File: config.mk
export PLATFORM = sky130hd
export DESIGN_NAME = alu_seq_n
export DESIGN_NICKNAME = d
export VERILOG_FILES = /design/src/rtl/alu_seq_n.sv
export SDC_FILE = /design/constraint.sdc
export NUM_CORES = 1
export LEC_CHECK = 0
export CORE_UTILIZATION = 52
export DETAILED_ROUTE_END_ITERATION = 10
export MAX_ROUTING_LAYER = met4
export PLACE_DENSITY = 0.8
export SLEW_MARGIN = 20
export SYNTH_ARGS = -nofsm -noshare
export SYNTH_HDL_FRONTEND = slang
export SYNTH_SLANG_ARGS = --single-unit
File: constraint.sdc
create_clock -name Clock -period 8.9 [get_ports Clock]
set_input_delay 2.67 -clock Clock [delete_from_list [all_inputs] [get_ports Clock]]
set_output_delay 2.67 -clock Clock [all_outputs]
set_load 0.005 [all_outputs]
File: src/rtl/alu_seq_n.sv
// Sequential ALU: captures operands on Start, computes in EXEC (or MULT),
// pulses Done with registered Result/ResultHi/Zero/Carry_out/Overflow.
// Ports: Clock, Reset (sync, high), Start, ALUControl[3:0], A, B -> Result,
// ResultHi, Zero, Carry_out, Overflow, Busy, Done.
// Optional macro ALU_SEQ_MUL_EN adds the shift-add multiplier (op 0011).
module alu_seq_n #(
  parameter int WIDTH = 32
) (
  input  logic             Clock,
  input  logic             Reset,
  input  logic             Start,
  input  logic [3:0]       ALUControl,
  input  logic [WIDTH-1:0] A,
  input  logic [WIDTH-1:0] B,
  output logic [WIDTH-1:0] Result,
  output logic [WIDTH-1:0] ResultHi,
  output logic             Zero,
  output logic             Carry_out,
  output logic             Overflow,
  output logic             Busy,
  output logic             Done
);

  localparam logic [3:0] OP_AND = 4'b0000;
  localparam logic [3:0] OP_OR  = 4'b0001;
  localparam logic [3:0] OP_ADD = 4'b0010;
  localparam logic [3:0] OP_SUB = 4'b0110;
  localparam logic [3:0] OP_SLT = 4'b0111;
  localparam logic [3:0] OP_NOR = 4'b1100;

  typedef enum logic [1:0] {
    IDLE,
    EXEC,
    MULT,
    DONE
  } state_t;

  state_t state, state_nxt;

  logic [WIDTH-1:0] a_q, b_q;
  logic [3:0]       op_q;
  logic [WIDTH-1:0] res_q;
  logic             zero_q, cout_q, ovf_q;

  logic             sub;
  logic [WIDTH-1:0] b_eff;
  logic [WIDTH:0]   sum;
  logic             ovf_raw;
  logic [WIDTH-1:0] alu_res;
  logic             alu_cout, alu_ovf;

`ifdef ALU_SEQ_MUL_EN
  localparam logic [3:0] OP_MUL = 4'b0011;
  localparam int CW = $clog2(WIDTH + 1);
  localparam logic [CW-1:0] CNT_LAST = CW'(WIDTH);

  logic [WIDTH-1:0] hi_q;
  logic [WIDTH-1:0] p_hi, p_lo;
  logic [CW-1:0]    cnt;
  logic [WIDTH:0]   p_add;

  // Partial product for the multiplier bit currently at p_lo[0].
  assign p_add = {1'b0, p_hi} + (p_lo[0] ? {1'b0, a_q} : '0);
  assign ResultHi = hi_q;
`else
  assign ResultHi = '0;
`endif

  // SUB and SLT share the A + ~B + 1 adder path.
  assign sub     = (op_q == OP_SUB) || (op_q == OP_SLT);
  assign b_eff   = sub ? ~b_q : b_q;
  assign sum     = {1'b0, a_q} + {1'b0, b_eff} + {{WIDTH{1'b0}}, sub};
  assign ovf_raw = (a_q[WIDTH-1] == b_eff[WIDTH-1]) &&
                   (sum[WIDTH-1] != a_q[WIDTH-1]);

  always_comb begin
    alu_res  = '0;
    alu_cout = 1'b0;
    alu_ovf  = 1'b0;
    case (op_q)
      OP_AND: alu_res = a_q & b_q;
      OP_OR:  alu_res = a_q | b_q;
      OP_NOR: alu_res = ~(a_q | b_q);
      OP_ADD, OP_SUB: begin
        alu_res  = sum[WIDTH-1:0];
        alu_cout = sum[WIDTH];
        alu_ovf  = ovf_raw;
      end
      OP_SLT: begin
        alu_res  = {{(WIDTH-1){1'b0}}, sum[WIDTH-1] ^ ovf_raw};
        alu_cout = sum[WIDTH];
      end
      default: ;
    endcase
  end

  always_ff @(posedge Clock) begin
    if (Reset) state <= IDLE;
    else       state <= state_nxt;
  end

  always_comb begin
    state_nxt = state;
    case (state)
      IDLE: begin
        if (Start) begin
`ifdef ALU_SEQ_MUL_EN
          state_nxt = (ALUControl == OP_MUL) ? MULT : EXEC;
`else
          state_nxt = EXEC;
`endif
        end
      end
      EXEC: state_nxt = DONE;
`ifdef ALU_SEQ_MUL_EN
      MULT: if (cnt == CNT_LAST) state_nxt = DONE;
`endif
      DONE: state_nxt = IDLE;
      default: state_nxt = IDLE;
    endcase
  end

  always_ff @(posedge Clock) begin
    if (Reset) begin
      a_q    <= '0;
      b_q    <= '0;
      op_q   <= '0;
      res_q  <= '0;
      zero_q <= 1'b1;
      cout_q <= 1'b0;
      ovf_q  <= 1'b0;
`ifdef ALU_SEQ_MUL_EN
      hi_q   <= '0;
      p_hi   <= '0;
      p_lo   <= '0;
      cnt    <= '0;
`endif
    end else begin
      case (state)
        IDLE: begin
          if (Start) begin
            a_q  <= A;
            b_q  <= B;
            op_q <= ALUControl;
`ifdef ALU_SEQ_MUL_EN
            p_hi <= '0;
            p_lo <= B;
            cnt  <= '0;
`endif
          end
        end
        EXEC: begin
          res_q  <= alu_res;
          zero_q <= (alu_res == '0);
          cout_q <= alu_cout;
          ovf_q  <= alu_ovf;
`ifdef ALU_SEQ_MUL_EN
          hi_q   <= '0;
`endif
        end
`ifdef ALU_SEQ_MUL_EN
        // WIDTH shift-add steps, then one cycle to publish the product.
        MULT: begin
          if (cnt == CNT_LAST) begin
            res_q  <= p_lo;
            hi_q   <= p_hi;
            zero_q <= (p_lo == '0);
            cout_q <= 1'b0;
            ovf_q  <= 1'b0;
          end else begin
            p_hi <= p_add[WIDTH:1];
            p_lo <= {p_add[0], p_lo[WIDTH-1:1]};
            cnt  <= cnt + CW'(1);
          end
        end
`endif
        default: ;
      endcase
    end
  end

  assign Result    = res_q;
  assign Zero      = zero_q;
  assign Carry_out = cout_q;
  assign Overflow  = ovf_q;
  assign Busy      = (state != IDLE);
  assign Done      = (state == DONE);

endmodule
==> qor.yml, run 1 <==
min_path_type: "flip-flop to flip-flop"
synth_edf_count: 0
drt_iter0_markers: 640
cts_root_buf: "clkbuf_16"
dp_hpwl_mm: 14.71
fin_ws_ns: 4.099
grt-ovfl-total: 0
seqCellArea_um2: 2102
cts_tree: "done"
cp_max_fo: 32
syn_area_per_cell_um2: 7.530
start_kind: "flip-flop"
dp.cells: 1194
io_buffers: 107
core_area_um2: 13450
synth_ff_type: "dfxtp_1"
grt_pass1_vias: 6325
drt-wirelength-per-cell_um: 16.51
drc_errors: 0
synth-seq-area-share: 0.2884
instances_no_fill: 1210
cts_max_path_buffers: 2
setup_viol: 0
nets: 1137
globalplace.congestion: 0.9787
fp-row-count: 42
synth_cells: 968
fmax_mhz: 208.3
h-tree-depth: 3
grt_max_degree: 103
numCtsBuffers: 9
place_ws_ns: 4.260
postCtsHoldBufs: 0
cp_slowest_cell: "dfxtp_1"
ys_warn_count: 0
num-fill-cells: 1231
post_cts_buffers: 0
clock_sinks: 105
hold_violations: 0
async_reset_ff_frac: 0
grt_pass1_wl_mm: 32.51
powerDensity_nw_per_um2: 146.7
min_period_ns: 4.801
drt-total-wl_mm: 19.98
layout-drive-gt1-share: 0.04352
cp.required_ns: 9.19
crit_buf_inv: 2
die_h_um: 120.4
synthTopCellsByArea: "dfxtp_1 29%, nand2_1 9.1%, a21oi_1 8.7%, ha_1 6.2%, xnor2_1 4.9%"
cpPeakStageDelay_ns: 0.92
dieArea_um2: 14500
ys_top_cells_by_count: "177 x nand2_1, 127 x a21oi_1, 105 x dfxtp_1, 68 x nor2_1, 49 x clkbuf_1"
drt_pre_antenna_iters: 5
cts_resized: 0
synth_top_cell_by_area: "dfxtp_1"
synth.distinct_cells: 72
setup.worst_path.end_class: "flip-flop"
setup_tns_ns: 0
antenna_found_initial: 0
crit_arrival_ns: 5.09
clk_pin_slew_ns: 0.08
synth_area_um2: 7289
vias: 7080
avgViaCountPerCell: 5.851
finalPower_mw: 1.264
post-route-period-util: 0.5394
rsz0062_at_grt: "false"
path_class: "flip-flop to flip-flop"
slew_violations: 0
tightest_slew_ns: 1.034
insertion_delay_ns: 0.36
crit_path_frequent_cell: "nand4_1"
ir_drop_uv: 111.9
path_delay_family: "compound AO/OA/AOI/OAI gates"
status: "finished, final reports clean"
grtUsageTotal: 0.2919
die_w_um: 120.4
multi_input_area_um2: 4792
crit_path_cell_trace: "nand3b_1, buf_4, xnor2_1, inv_1, fa_1, nand2b_1, a211oi_2, o211ai_1, a221oi_1, nand2_1, a2111oi_0, nand4_1, nor4_4, nand4_1, o21ai_1"
synth_most_common_cell: "nand2_1"
insertedDiodeCount: 0
leakage_nw: 3.314
synth_top_area_share: 0.2884
ant_nets: 0
relSlewSlack: 0.3107
pin_count: 140
maxCapViolations: 0
start_util: 0.5419
synth_seq_cells: 105
fin_worst_skew_ns: 0.01302
synthToLayoutAreaGrowth_pct: 18.13
## worst register-to-register path, cell delays in order, from the launching register on
cell	delay, ns
dfxtp_1	0.92
nand3b_1	0.14
buf_4	0.34
xnor2_1	0.29
inv_1	0.09
fa_1	0.42
nand2b_1	0.20
a211oi_2	0.45
o211ai_1	0.20
a221oi_1	0.40
nand2_1	0.08
a2111oi_0	0.36
nand4_1	0.27
nor4_4	0.32
nand4_1	0.11
o21ai_1	0.15
## kinds of logic (layout without fill, tap and decap cells)
logic type	after synthesis	count (layout)	share of synthesized area
xor+xnor	47	47	0.05647
fa+ha+maj	68	68	0.1071
flops	105	105	0.2884
simple gates	364	364	0.2259
compound gates	272	272	0.2431
other cells	1	32	0.0005144
mux	4	4	0.005493
buf+inv	107	142	0.07312
## placed cells by master, fill, tap and decap left out, types with 9 or more instances in the layout
| master | instances |
|---|---|
| a211oi_1 | 24 |
| a21o_1 | 9 |
| a21oi_1 | 127 |
| buf_4 | 10 |
| clkbuf_16 | 9 |
| clkdlybuf4s50_1 | 106 |
| conb_1 | 32 |
| dfxtp_1 | 105 |
| ha_1 | 36 |
| inv_1 | 9 |
| maj3_1 | 31 |
| nand2_1 | 176 |
| nand3_1 | 13 |
| nand4_1 | 14 |
| nor2_1 | 68 |
| nor3_1 | 42 |
| o21ai_0 | 27 |
| xnor2_1 | 41 |
## sequential cells by signal, summed over array words and instances, names as in the netlist
register	count
state	2
Zero	1
op_q	4
b_q	32
a_q	32
Overflow	1
Result	32
Carry_out	1
## layout make-up
| type | instances | area share |
|---|---|---|
| clock inverter | 6 | 0.01075 |
| sequential | 105 | 0.2441 |
| inverter | 9 | 0.003923 |
| clock buffer | 10 | 0.02659 |
| timing repair buffer | 117 | 0.1325 |
| multi-input combinational | 787 | 0.5565 |
| tap | 176 | 0.02557 |
## final timing paths
kind	depth (start not counted)	from	to	slack, ns
worst max register to register	15	op_q[1]	Zero	4.10
worst min register to register	2	Carry_out	Carry_out	0.47
worst min-delay path	2	Carry_out	Carry_out	0.47
worst max-delay path	15	op_q[1]	Zero	4.10
## per-stage QoR
stage / area [um^2] / util / hold WS [ns]
global route: 8611 / 0.6401 / 0.4944
finish: 8611 / 0.6401 / 0.4654
global placement: 8289 / 0.6162 / 0.4535
floorplan: 7406 / - / 0.4503
CTS: 8611 / 0.6401 / 0.4672
detailed placement: 8289 / 0.6162 / 0.4581
## routing by layer
layer / up-vias / wire length, um / GRT usage
li1: 3511 / - / -
met4: 0 / 314 / 0.07793
met2: 328 / 8018 / 0.4023
met5: - / 0 / -
met3: 25 / 1734 / 0.05708
met1: 3216 / 9913 / 0.4294
## power breakdown
part	switching, mW	total (mW)	internal [mW]
registers	0.0365	0.539	0.503
logic	0.163	0.296	0.133
clock network	0.181	0.428	0.248
total	0.380	1.26	0.883
Note: power is estimated with default switching activity, not from simulation.
==> run 2: changes to the inputs <==
==> constraint.sdc (replaced) <==
create_clock -name Clock -period 4.8 [get_ports Clock]
set_input_delay 1.44 -clock Clock [delete_from_list [all_inputs] [get_ports Clock]]
set_output_delay 1.44 -clock Clock [all_outputs]
set_load 0.005 [all_outputs]
==> run 2 against run 1 <==
Effect of this change:
- clock skew fell by 0.0010 ns
- largest cell class unchanged
- sequential share of layout area fell by 0.17 points
- global-route usage rose by 1.0 points
- cell area rose by 0.68%
- sequential power rose by 85%
- count of clock-buffer cells in the layout did not move
- fmax rose by 12%
- highest routed layer unchanged
- non-clock buffer count rose by 6
- first-iteration DRC count fell by 15%
==> qor.yml, run 2 (synthesized netlist as in run 1, its figures left out) <==
status: "finished, final reports clean"
vias: 7089
cp_slowest_cell: "dfxtp_1"
die_h_um: 120.4
setup_tns_ns: 0
cts_tree: "done"
fin_area_um2: 8670
ant_nets: 0
dieArea_um2: 14500
rsz0062_at_grt: "false"
layout-drive-gt1-share: 0.05000
start_kind: "flip-flop"
pin_count: 140
tightest_slew_ns: 1.029
cpPeakStageDelay_ns: 0.49
avgViaCountPerCell: 5.830
fp-row-count: 42
dp.cells: 1200
num-fill-cells: 1203
grt_pass1_vias: 6230
core_area_um2: 13450
globalplace.congestion: 0.9704
hold_violations: 0
setup_viol: 0
drt-wirelength-per-cell_um: 17.08
insertedDiodeCount: 0
grtUsageTotal: 0.3024
numCtsBuffers: 9
multi_input_area_um2: 4798
seqCellArea_um2: 2102
min_period_ns: 4.275
cts_max_path_buffers: 2
drc_errors: 0
h-tree-depth: 3
min_path_type: "flip-flop to flip-flop"
antenna_found_initial: 0
cts_resized: 0
leakage_nw: 3.354
grt_max_degree: 54
drt_iter0_markers: 541
place_ws_ns: 0.5780
postCtsHoldBufs: 0
relSlewSlack: 0.3116
dp_hpwl_mm: 15.58
final_common_cell: "nand2_1"
grt-ovfl-total: 0
drt_pre_antenna_iters: 4
cp.required_ns: 5.09
die_w_um: 120.4
grt_pass1_wl_mm: 33.31
post-route-period-util: 0.8906
powerDensity_nw_per_um2: 273.6
clock_sinks: 105
synthToLayoutAreaGrowth_pct: 18.93
instances_no_fill: 1216
maxCapViolations: 0
setup.worst_path.end_class: "flip-flop"
ir_drop_uv: 171.2
drt-total-wl_mm: 20.77
path_class: "flip-flop to flip-flop"
io_buffers: 107
postPlaceCellArea_um2: 8341
insertion_delay_ns: 0.36
post_cts_buffers: 0
crit_arrival_ns: 4.57
start_util: 0.5419
clk_pin_slew_ns: 0.07
final_cell_mix: "176 x nand2_1, 127 x a21oi_1, 106 x clkdlybuf4s50_1"
cts_root_buf: "clkbuf_16"
cp_max_fo: 8
slew_violations: 0
fmax_mhz: 233.9
fin_worst_skew_ns: 0.01197
crit_path_cell_trace: "nand3b_1, buf_4, buf_4, xnor2_1, ha_1, a21oi_1, o21ai_0, a21oi_1, a211oi_2, o41ai_4, xnor2_1, a221oi_2, o2111a_1, nand4_1, o21ai_1"
fin_ws_ns: 0.5251
nets: 1143
==> run 2: per-stage QoR <==
step | hold slack (ns) | power (mW) | util
6_report | 0.4585 | 2.372 | 0.6444
3_3_place_gp | 0.4489 | 1.559 | 0.6200
3_5_place_dp | 0.4510 | 1.566 | 0.6200
2_1_floorplan | 0.4503 | 1.367 | -
5_1_grt | 0.4995 | 2.468 | 0.6444
4_1_cts | 0.4601 | 2.366 | 0.6444
==> run 2: layout make-up <==
type                    instances  share of cell area
multi-input cells             787              0.5535
flip-flops and latches        105              0.2425
repair buffers                123              0.1368
clock buffers                  10             0.02757
well taps                     176             0.02540
clock inverters                 6             0.01039
inverters                       9            0.003897
==> run 2: routing by layer <==
layer | GRT usage | up-vias | wire [um]
met4 | 0.08873 | 0 | 337
met2 | 0.4019 | 301 | 8173
met1 | 0.4589 | 3232 | 10490
met5 | - | - | 0
met3 | 0.05094 | 26 | 1768
li1 | - | 3530 | -
==> run 2: final timing paths <==
path                     to  slack, ns  startpoint  depth (start not counted)
setup / recovery       Zero       0.53     op_q[2]                         15
hold / removal    Carry_out       0.46   Carry_out                          2
setup reg to reg       Zero       0.53     op_q[2]                         15
hold reg to reg   Carry_out       0.46   Carry_out                          2
==> run 2: critical path: cells and delay by family (launching register included) <==
kind	cells	cell delay (ns)
AO/OA/AOI/OAI	8	2.17
XOR/XNOR	2	0.26
flip-flops	1	0.49
AND/OR/NAND/NOR	2	0.47
adder cells (fa/ha/maj)	1	0.35
buffers and inverters	2	0.46
==> run 2: power by group <==
part / internal, mW / switching, mW
registers: 0.932 / 0.0660
clock network: 0.473 / 0.341
logic: 0.248 / 0.311
==> run 3: changes to the inputs <==
--- a/config.mk
+++ b/config.mk
@@ -5,6 +5,8 @@
 export SDC_FILE = /design/constraint.sdc
 export NUM_CORES = 1
 export LEC_CHECK = 0
+export CAP_MARGIN = 20
+export CORE_ASPECT_RATIO = 0.75
 export CORE_UTILIZATION = 52
 export DETAILED_ROUTE_END_ITERATION = 10
 export MAX_ROUTING_LAYER = met4
==> run 3 against run 2 <==
Effect of this change:
- the flow now finishes with violations (design-rule violations)
- global-route usage up 0.53 points
- highest routed layer unchanged
- register-to-register slack worse by 0.07 ns
- clock skew up 0.0031 ns
- sequential power about the same
- critical endpoint unchanged
- sequential share of layout area up 0.095 points
- worst setup slack worse by 0.069 ns
- combinational power up 0.7%
==> qor.yml, run 3 (synthesized netlist as in run 1, its figures left out) <==
drc_errors: 13
insertedDiodeCount: 0
sw_frac_of_total: 0.3217
cts_max_path_buffers: 2
min_path_type: "flip-flop to flip-flop"
clk_pin_slew_ns: 0.08
grt_pass1_wl_mm: 34.44
post_cts_buffers: 0
final_util: 0.6302
final_cell_mix: "176 x nand2_1, 127 x a21oi_1, 106 x clkdlybuf4s50_1"
setup_tns_ns: 0
antenna_found_initial: 0
switching_power_mw: 0.7400
start_util: 0.5320
dp.cells: 1197
postCtsHoldBufs: 0
cts_resized: 0
io_buffers: 107
crit_buf_inv: 2
fin_worst_skew_ns: 0.01508
drt_pre_antenna_iters: 10
ir_drop_uv: 231.7
fp-row-count: 37
grt_pass1_vias: 6383
drt-wirelength-per-cell_um: 17.48
path_delay_family: "simple AND/OR/NAND/NOR gates"
cp.required_ns: 5.09
maxCapViolations: 0
globalplace.congestion: 1.016
post-route-period-util: 0.9050
die_h_um: 104.5
nets: 1141
min_period_ns: 4.344
setup_viol: 0
cp_max_fo: 15
leakage_nw: 3.337
clock_sinks: 105
grt_max_degree: 69
core_area_um2: 13700
tightest_slew_ns: 1.073
grt-ovfl-total: 0
relSlewSlack: 0.2821
clock_power_share: 0.321
vias: 7121
hold_violations: 0
start_kind: "flip-flop"
fmax_mhz: 230.2
cts_root_buf: "clkbuf_16"
cts_tree: "done"
instances_no_fill: 1213
pin_count: 140
slew_violations: 0
die_w_um: 138.7
crit_path_frequent_cell: "nand4_1"
path_class: "flip-flop to flip-flop"
crit_path_cell_trace: "nand3b_1, buf_4, xnor2_1, inv_1, fa_1, nand2b_1, a211oi_2, o211a_1, o2111ai_1, nor3b_1, nor3_1, nand4_1, nor4_4, nand4_1, o21ai_1"
final_common_cell: "nand2_1"
status: "finished, violations left"
h-tree-depth: 3
rsz0062_at_grt: "false"
drt-total-wl_mm: 21.20
violations: "design-rule violations"
layout-drive-gt1-share: 0.04817
ant_nets: 0
dieArea_um2: 14500
power_frac_comb: 0.245
dp_hpwl_mm: 16.02
crit_arrival_ns: 4.63
setup.worst_path.end_class: "flip-flop"
grtUsageTotal: 0.3077
seqPwrFrac: 0.435
internal_power_mw: 1.560
avgViaCountPerCell: 5.871
cpPeakStageDelay_ns: 0.53
cp_slowest_cell: "dfxtp_1"
powerDensity_nw_per_um2: 266.3
insertion_delay_ns: 0.36
drt_iter0_markers: 553
numCtsBuffers: 9
synthToLayoutAreaGrowth_pct: 18.47
==> run 3: changes by cell type in the layout (fill, tap and decap cells not counted), sizes merged <==
| cell | change |
|---|---|
| clkinvlp | -1 |
| buf | -2 |
| clkinv | +1 |
| inv | +2 |
| bufinv | -2 |
==> run 3: layer usage <==
layer / vias to the layer above / track usage / wire (um)
met4: 0 / 0.06270 / 243
li1: 3526 / - / -
met1: 3229 / 0.4610 / 10760
met3: 23 / 0.1045 / 2393
met2: 343 / 0.3858 / 7812
met5: - / - / 0
==> run 3: power groups by stage <==
| stage | combinational [mW] | clock, mW | sequential, mW |
|---|---|---|---|
| 5_1_grt | 0.619 | 0.787 | 1.01 |
| 4_1_cts | 0.555 | 0.751 | 0.997 |
| 6_report | 0.563 | 0.738 | 0.999 |
| 2_1_floorplan | 0.369 | 0 | 0.998 |
| 3_3_place_gp | 0.549 | 0 | 1.01 |
| 3_5_place_dp | 0.552 | 0 | 1.02 |
==> run 3: final timing paths <==
kind                                 from        end  slack, ns  cells past startpoint
worst max-delay path              op_q[3]       Zero       0.46                     15
worst min register to register  Carry_out  Carry_out       0.47                      2
worst max register to register    op_q[3]       Zero       0.46                     15
worst min-delay path            Carry_out  Carry_out       0.47                      2
==> run 3: worst reg2reg max path: stages (launching register included) <==
cell       delay (ns)
dfxtp_1          0.53
nand3b_1         0.16
buf_4            0.29
xnor2_1          0.18
inv_1            0.08
fa_1             0.42
nand2b_1         0.21
a211oi_2         0.42
o211a_1          0.30
o2111ai_1        0.28
nor3b_1          0.24
nor3_1           0.48
nand4_1          0.25
nor4_4           0.18
nand4_1          0.12
o21ai_1          0.14
==> run 3: metrics by stage <==
stage / area, um^2 / hold WS (ns) / total power [mW] / setup WS [ns]
after floorplan: 7406 / 0.4503 / 1.367 / 0.7065
after global placement: 8337 / 0.4605 / 1.564 / 0.7003
after detailed placement: 8337 / 0.4572 / 1.569 / 0.5794
after CTS: 8636 / 0.4670 / 2.304 / 0.5533
after global routing: 8636 / 0.5090 / 2.414 / 0.003241
final: 8636 / 0.4694 / 2.300 / 0.4560
==> run 3: final cells by class <==
type	instances	area, um^2
Sequential cell	105	2102
Clock buffer	10	239.0
Multi-Input combinational cell	787	4798
Clock inverter	6	60.06
Tap cell	175	219.0
Fill cell	1256	5067
Inverter	9	33.78
Timing Repair Buffer	121	1184
